<file path="config.mk">
export PLATFORM = sky130hd
export DESIGN_NAME = freq_div_prog
export DESIGN_NICKNAME = d
export VERILOG_FILES = /design/src/rtl/clk_div_pkg.sv /design/src/rtl/freq_div_prog.sv
export SDC_FILE = /design/constraint.sdc
export NUM_CORES = 1
export LEC_CHECK = 0
export CAP_MARGIN = 20
export CORE_ASPECT_RATIO = 0.8
export CORE_MARGIN = 2
export CORE_UTILIZATION = 40
export DETAILED_ROUTE_END_ITERATION = 6
export PLACE_DENSITY_LB_ADDON = 0.08
export SYNTH_ARGS = -nofsm -noshare
export SYNTH_HDL_FRONTEND = slang
export SYNTH_SLANG_ARGS = --single-unit
</file>
<file path="constraint.sdc">
create_clock -name clk_ref -period 9.5 [get_ports clk_ref]
set_input_delay 1.425 -clock clk_ref [delete_from_list [all_inputs] [get_ports clk_ref]]
set_output_delay 1.425 -clock clk_ref [all_outputs]
set_load 0.1 [all_outputs]
</file>
<file path="src/rtl/clk_div_pkg.sv">
// Shared types and helpers for the programmable clock divider family.
// Holds the run-state encoding, default sizing and the low-phase length rule.
package clk_div_pkg;

    typedef enum logic [0:0] {
        IDLE = 1'b0,
        RUN  = 1'b1
    } state_e;

    localparam int CNT_W_DEF   = 16;
    localparam int DIV_RST_DEF = 100;

    // Low phase is the larger half, so odd ratios spend the extra cycle low.
    function automatic logic [31:0] low_len(input logic [31:0] n);
        return (n >> 1) + {31'd0, n[0]};
    endfunction

endpackage

</file>
<file path="src/rtl/freq_div_prog.sv">
// Runtime-programmable integer clock divider with balanced duty cycle.
// The ratio is only re-sampled at period boundaries so clk_div never glitches.
module freq_div_prog
    import clk_div_pkg::*;
#(
    parameter int CNT_W   = CNT_W_DEF,
    parameter int DIV_RST = DIV_RST_DEF
) (
    input  logic             clk_ref,
    input  logic             rst,
    input  logic             en,
    input  logic [CNT_W-1:0] div_val,
    output logic             clk_div,
    output logic             rise_stb,
    output logic             wrap_stb,
    output logic             running
);

    state_e           state_q;
    logic [CNT_W-1:0] cnt_q;
    logic [CNT_W-1:0] n_q;
    logic             clk_div_q;
    logic             rise_stb_q;
    logic             wrap_stb_q;
    logic             running_q;

    logic [CNT_W-1:0] n_lat_d;
    logic [CNT_W-1:0] low_len_s;
    logic [CNT_W-1:0] cnt_inc_s;
    logic             is_wrap_s;

    // Ratio candidate, low-phase length and wrap detection for the current period.
    always_comb begin
        n_lat_d   = (div_val < CNT_W'(2)) ? CNT_W'(DIV_RST) : div_val;
        low_len_s = CNT_W'(low_len(32'(n_q)));
        cnt_inc_s = cnt_q + CNT_W'(1);
        is_wrap_s = (cnt_q == (n_q - CNT_W'(1)));
    end

    // Divider state machine; every output is a flop so downstream sees clean edges.
    always_ff @(posedge clk_ref or posedge rst) begin
        if (rst) begin
            state_q    <= IDLE;
            cnt_q      <= '0;
            n_q        <= CNT_W'(DIV_RST);
            clk_div_q  <= 1'b0;
            rise_stb_q <= 1'b0;
            wrap_stb_q <= 1'b0;
            running_q  <= 1'b0;
        end else begin
            rise_stb_q <= 1'b0;
            wrap_stb_q <= 1'b0;
            case (state_q)
                IDLE: begin
                    clk_div_q <= 1'b0;
                    cnt_q     <= '0;
                    if (en) begin
                        n_q       <= n_lat_d;
                        state_q   <= RUN;
                        running_q <= 1'b1;
                    end else begin
                        running_q <= 1'b0;
                    end
                end
                RUN: begin
                    if (is_wrap_s) begin
                        cnt_q      <= '0;
                        clk_div_q  <= 1'b0;
                        wrap_stb_q <= 1'b1;
                        if (en) begin
                            n_q <= n_lat_d;
                        end else begin
                            state_q   <= IDLE;
                            running_q <= 1'b0;
                        end
                    end else begin
                        cnt_q <= cnt_inc_s;
                        if (cnt_inc_s == low_len_s) begin
                            clk_div_q  <= 1'b1;
                            rise_stb_q <= 1'b1;
                        end else begin
                            clk_div_q  <= clk_div_q;
                        end
                    end
                end
                default: begin
                    state_q   <= IDLE;
                    cnt_q     <= '0;
                    clk_div_q <= 1'b0;
                    running_q <= 1'b0;
                end
            endcase
        end
    end

    assign clk_div  = clk_div_q;
    assign rise_stb = rise_stb_q;
    assign wrap_stb = wrap_stb_q;
    assign running  = running_q;

endmodule

</file>
==> Word level (Yosys, flattened, before mapping) <==
Cells that the tools add are included.
{ "op_classes": {"bitwise_logic": 1, "eq_ne": 5, "add_sub_neg": 3, "n_lt_le_gt_ge": 1, "reduce_logical": 1, "muxes": 20} }
{ "op_table": {"columns": ["operator", "count"], "rows": [
  ["16-bit 2-to-1 mux", 4],
  ["16-bit case mux with 2 select lines", 2],
  ["16-bit equality test", 2],
  ["15-bit by 1-bit adder with 16-bit output", 1],
  ["16-bit by 1-bit adder with 16-bit output, second input constant", 1],
  ["16-bit by 2-bit < comparator with 1-bit output, second input constant", 1],
  ["16-bit by 1-bit subtractor with 16-bit output, second input constant", 1],
  ["1-bit 2-to-1 mux", 11],
  ["1-bit case mux with 2 select lines", 3],
  ["3-bit by 1-bit != test with 1-bit output, second input constant", 1],
  ["2-bit by 1-bit != test with 1-bit output, second input constant", 1],
  ["2-bit != test, second input constant", 1],
  ["2-bit AND reduction", 1],
  ["1-bit inverter", 1]
]} }
{ "totals": {"out_inout_bits": 4, "in_bits": 19, "regBits": 37, "word_cells": 38} }

==> Longest topological paths before layout <==
{ "logic_depth": {"ltp_word": 5, "mapped_depth": 10, "ltp_nobuf": 9} }

==> Worst setup path before layout <==
Ideal clock, no wire load.
{ "synth_path": {"kind": "flip-flop to flip-flop", "from": "register n_q[0]", "to": "register n_q[10]", "path_stages_with_launch": 11, "t_required_ns": 9.375, "period_less_slack_ns": 3.206, "path_slack_ns": 6.294, "n_path_buf": 1, "t_arrival_ns": 3.081, "setup_ns": 0.125, "cell_sequence": "dfrtp_1 inv_1 ha_1 or3b_4 or4_1 a2111oi_2 nand4b_1 o41ai_4 nand2_2 buf_6 mux2_4"} }
{ "synth_via": {"elab_chain_len": 3} }
{ "synth_lines": {"columns": ["item", "line", "text"], "rows": [
  ["start, declared", "freq_div_prog.sv:21", "logic [CNT_W-1:0] n_q;"],
  ["start signal, assigned", "freq_div_prog.sv:45", "n_q <= CNT_W'(DIV_RST);"],
  ["start signal, assigned", "freq_div_prog.sv:58", "n_q <= n_lat_d;"],
  ["start signal, assigned", "freq_div_prog.sv:71", "n_q <= n_lat_d;"],
  ["16-bit by 1-bit subtractor with 16-bit output", "freq_div_prog.sv:37", "is_wrap_s = (cnt_q == (n_q - CNT_W'(1)));"],
  ["16-bit equality test", "freq_div_prog.sv:37", null],
  ["2-bit by 1-bit != test with 1-bit output (no source line)", null, null]
]} }
Every way passes these cells.
A chain may end at the register's enable or synchronous reset.

==> Worst setup path after layout <==
{ "layout_path": {"from": "register n_q[0]", "to": "register running_q, in the netlist running"} }
{ "layout_via": {"elab_chain_len": 4} }
{ "layout_lines": {"columns": ["item", "line", "text"], "rows": [
  ["16-bit by 1-bit subtractor with 16-bit output", "freq_div_prog.sv:37", null],
  ["16-bit equality test", "freq_div_prog.sv:37", null],
  ["2-bit by 1-bit != test with 1-bit output (no source line)", null, null],
  ["2-bit AND reduction (no source line)", null, null],
  ["end signal, assigned", "freq_div_prog.sv:49", "running_q <= 1'b0;"],
  ["end signal, assigned", "freq_div_prog.sv:60", "running_q <= 1'b1;"],
  ["end signal, assigned", "freq_div_prog.sv:62", "running_q <= 1'b0;"],
  ["end, declared", "freq_div_prog.sv:25", "logic running_q;"]
]} }
Every way passes these cells.

==> impl_metrics.toml <==
[logic_synthesis]
yosys.area.top_type = "dfrtp_1"
synth_ff_type = "dfrtp_1"
async_flop_share = 1.00
yosys_warnings = 0
syn_nets = 331
yosys-top-cells-area = "dfrtp_1, xnor2_1, xor2_1, mux2_4, nor2_1"
syn_inst = 308
synth_seq_area_share = 0.337
synth_seq_cells = 37
syn_area_um2 = 2760
synth_edf_count = 0
yosysTopAreaCellShare = 0.309
synth_cell_types = 50
synth.avg_cell_area_um2 = 8.95

[critical_path]
critPathLaunchType = "register"
ff2ff_setup_slack_ps = 5970
worstPathMaxFanout = 23
cp.required_ps = 9680
setup.worst_path.class = "register to register"
endpoint_kind = "register"
crit_arrival_ps = 3710
worstPathCellList = "inv_1 -> ha_1 -> or3b_4 -> or4_1 -> a2111oi_2 -> nand4b_1 -> o41ai_4 -> buf_4 -> or2b_1 -> a21boi_0"
rr_worst_depth = 10
crit_slowest_cell = "or4_1"
r2r-end = "running"
max_stage_delay_ps = 510
worstReg2RegStart = "n_q[0]"

[min_path]
worstHoldPathCells = 2
min_from = "running"
min_to = "running"
hold_class = "register to register"

[sta]
rsz0062_at_grt = "false"
drv_slew = 0
finalHoldViolCount = 0
slew_headroom = 0.358
worst_slew_pin_slew_ps = 959
timing.final.crit_share = 0.371
tns_ps = 0
fin_crit_ps = 3530
fmax_mhz = 283
finalClockSkew_ps = 5.49
hold_ws_ps = 522
setup_viol = 0

[placed_design]
finalWeightedCongestion = 0.838
dp_hpwl_mm = 5.36
dpl_cell_area_um2 = 3020
numPortBuffers = 22

[die]
rows = 27
die_h_um = 78.2
chipWidth_um = 96.8
ios = 23
start_util = 0.406
core_um2 = 6790
dieArea_um2 = 7570

[detailed_routing]
ant_nets = 0
num_vias = 2233
drc = 0
drt_first_pass_iters = 6
dr.first_iter.drc_count = 138
route.met2.wl_mm = 2.90
post_drt_via_cell_ratio = 5.49
wl_mm = 7.05
routed-wl-met3_um = 282
highest_layer = "met4"
drt-met1-wl_mm = 3.80
post_drt_wl_per_cell_um = 17.3

[grt]
grt_pass1_vias = 2246
grt_max_degree = 38
globalRouteOverflowTotal = 0
antenna_found_initial = 0
groute.usage.overall = 0.199
grt_pass1_wl_mm = 12.0

[final_layout]
multi_input_area_um2 = 1690
mostFrequentLayoutCell = "xnor2_1"
fin_area_um2 = 3140
drive_above_1_share = 0.100
regArea_um2 = 930
diodes = 0
n_fill_cell = 662
area_delta_synth_final_pct = 13.8
nNetsFinal = 342
mostFrequentLayoutCells = "xnor2_1, dfrtp_1, nor2_1"
post-route-util = 0.462

[clocking]
cts_resized = 0
cts.clk_slew.worst_paths_ps = 80
postCtsHoldBufs = 0
htree_levels = 2
cts.sinks = 37
clock_path_buffers = 2
cts_setup_buffers = 0
cts_tree = "done"
cts_buffers = 5
cts_root_buffer = "clkbuf_8"
clk_latency_ps = 300

[power_and_ir_drop]
power_mw = 0.318
powerDensity_nw_per_um2 = 101
power_leakage_nw = 1.27
irDropWorstVdd_mv = 0.0560

[job]
cap_violations = 0

[run_status]
status = "completed"
-- cell usage after synthesis, types with 7 or more instances --
cell and count:
xnor2_1 37, dfrtp_1 34, nor2_1 31, clkbuf_1 17, xor2_1 17, inv_1 15, nand2_1 15, nor3_1 15
nand3_1 14, nor4_1 14, mux2_4 8, nand4_1 8, or4_1 8, a21oi_1 7
-- report_power, final --
part | switching [mW] | internal, mW | total, mW
combinational | 0.00608 | 0.00733 | 0.0134
sequential | 0 | 0.157 | 0.157
clock | 0.0616 | 0.0854 | 0.147
total | 0.0677 | 0.250 | 0.318
-- state kept, by name, indices dropped and copies added (netlist names) --
name and flops:
state_q 1, running 1, n_q 16, rise_stb 1
wrap_stb 1, cnt_q 16, clk_div 1
-- stage by stage --
stage,worst slack (ps),std cells
after floorplan,6290,308
after global placement,6170,399
after detailed placement,5980,399
after CTS,5980,407
after global routing,5720,407
final,5970,407
-- final cells by class --
class	count	area share
clock buffers	6	0.0263
multi-input cells	236	0.538
flip-flops and latches	37	0.296
inverters	15	0.0180
repair buffers	24	0.0750
well taps	87	0.0347
clock inverters	2	0.0120
-- cells by family (layout without fill, tap and decap cells) --
group	count (synthesis)	after routing	synth area share
compound gates	34	34	0.0981
xor+xnor	54	54	0.172
fa+ha+maj	4	4	0.0182
buf+inv	35	47	0.0509
flops	37	37	0.337
mux	16	16	0.0745
simple gates	128	128	0.249
-- metal layers --
layer | GRT usage | vias to the layer above
met2 | 0.281 | 35
met1 | 0.310 | 1071
met3 | 0.0374 | 7
met4 | 0.0465 | 0
li1 | - | 1120
met5 | 0 | -
-- worst max-delay path by stage --
stage                     slack, ps  depth (start not counted)   start       to
after global routing           5720                         10  n_q[0]  running
final                          5970                         10  n_q[0]  running
after global placement         6170                         10  n_q[0]  running
after detailed placement       5980                         10  n_q[0]  running
after floorplan                6290                         10  n_q[0]  n_q[10]
after CTS                      5980                         10  n_q[0]  running
-- critical path: cells and delay by family (launching register included) --
kind / cells / cell delay (ps)
and+or+nand+nor: 4 / 1460
adders and majority gates: 1 / 250
AOI/OAI and AO/OA: 3 / 810
buffers and inverters: 2 / 460
DFF: 1 / 430
No activity file was read; power rests on OpenSTA's default activity.
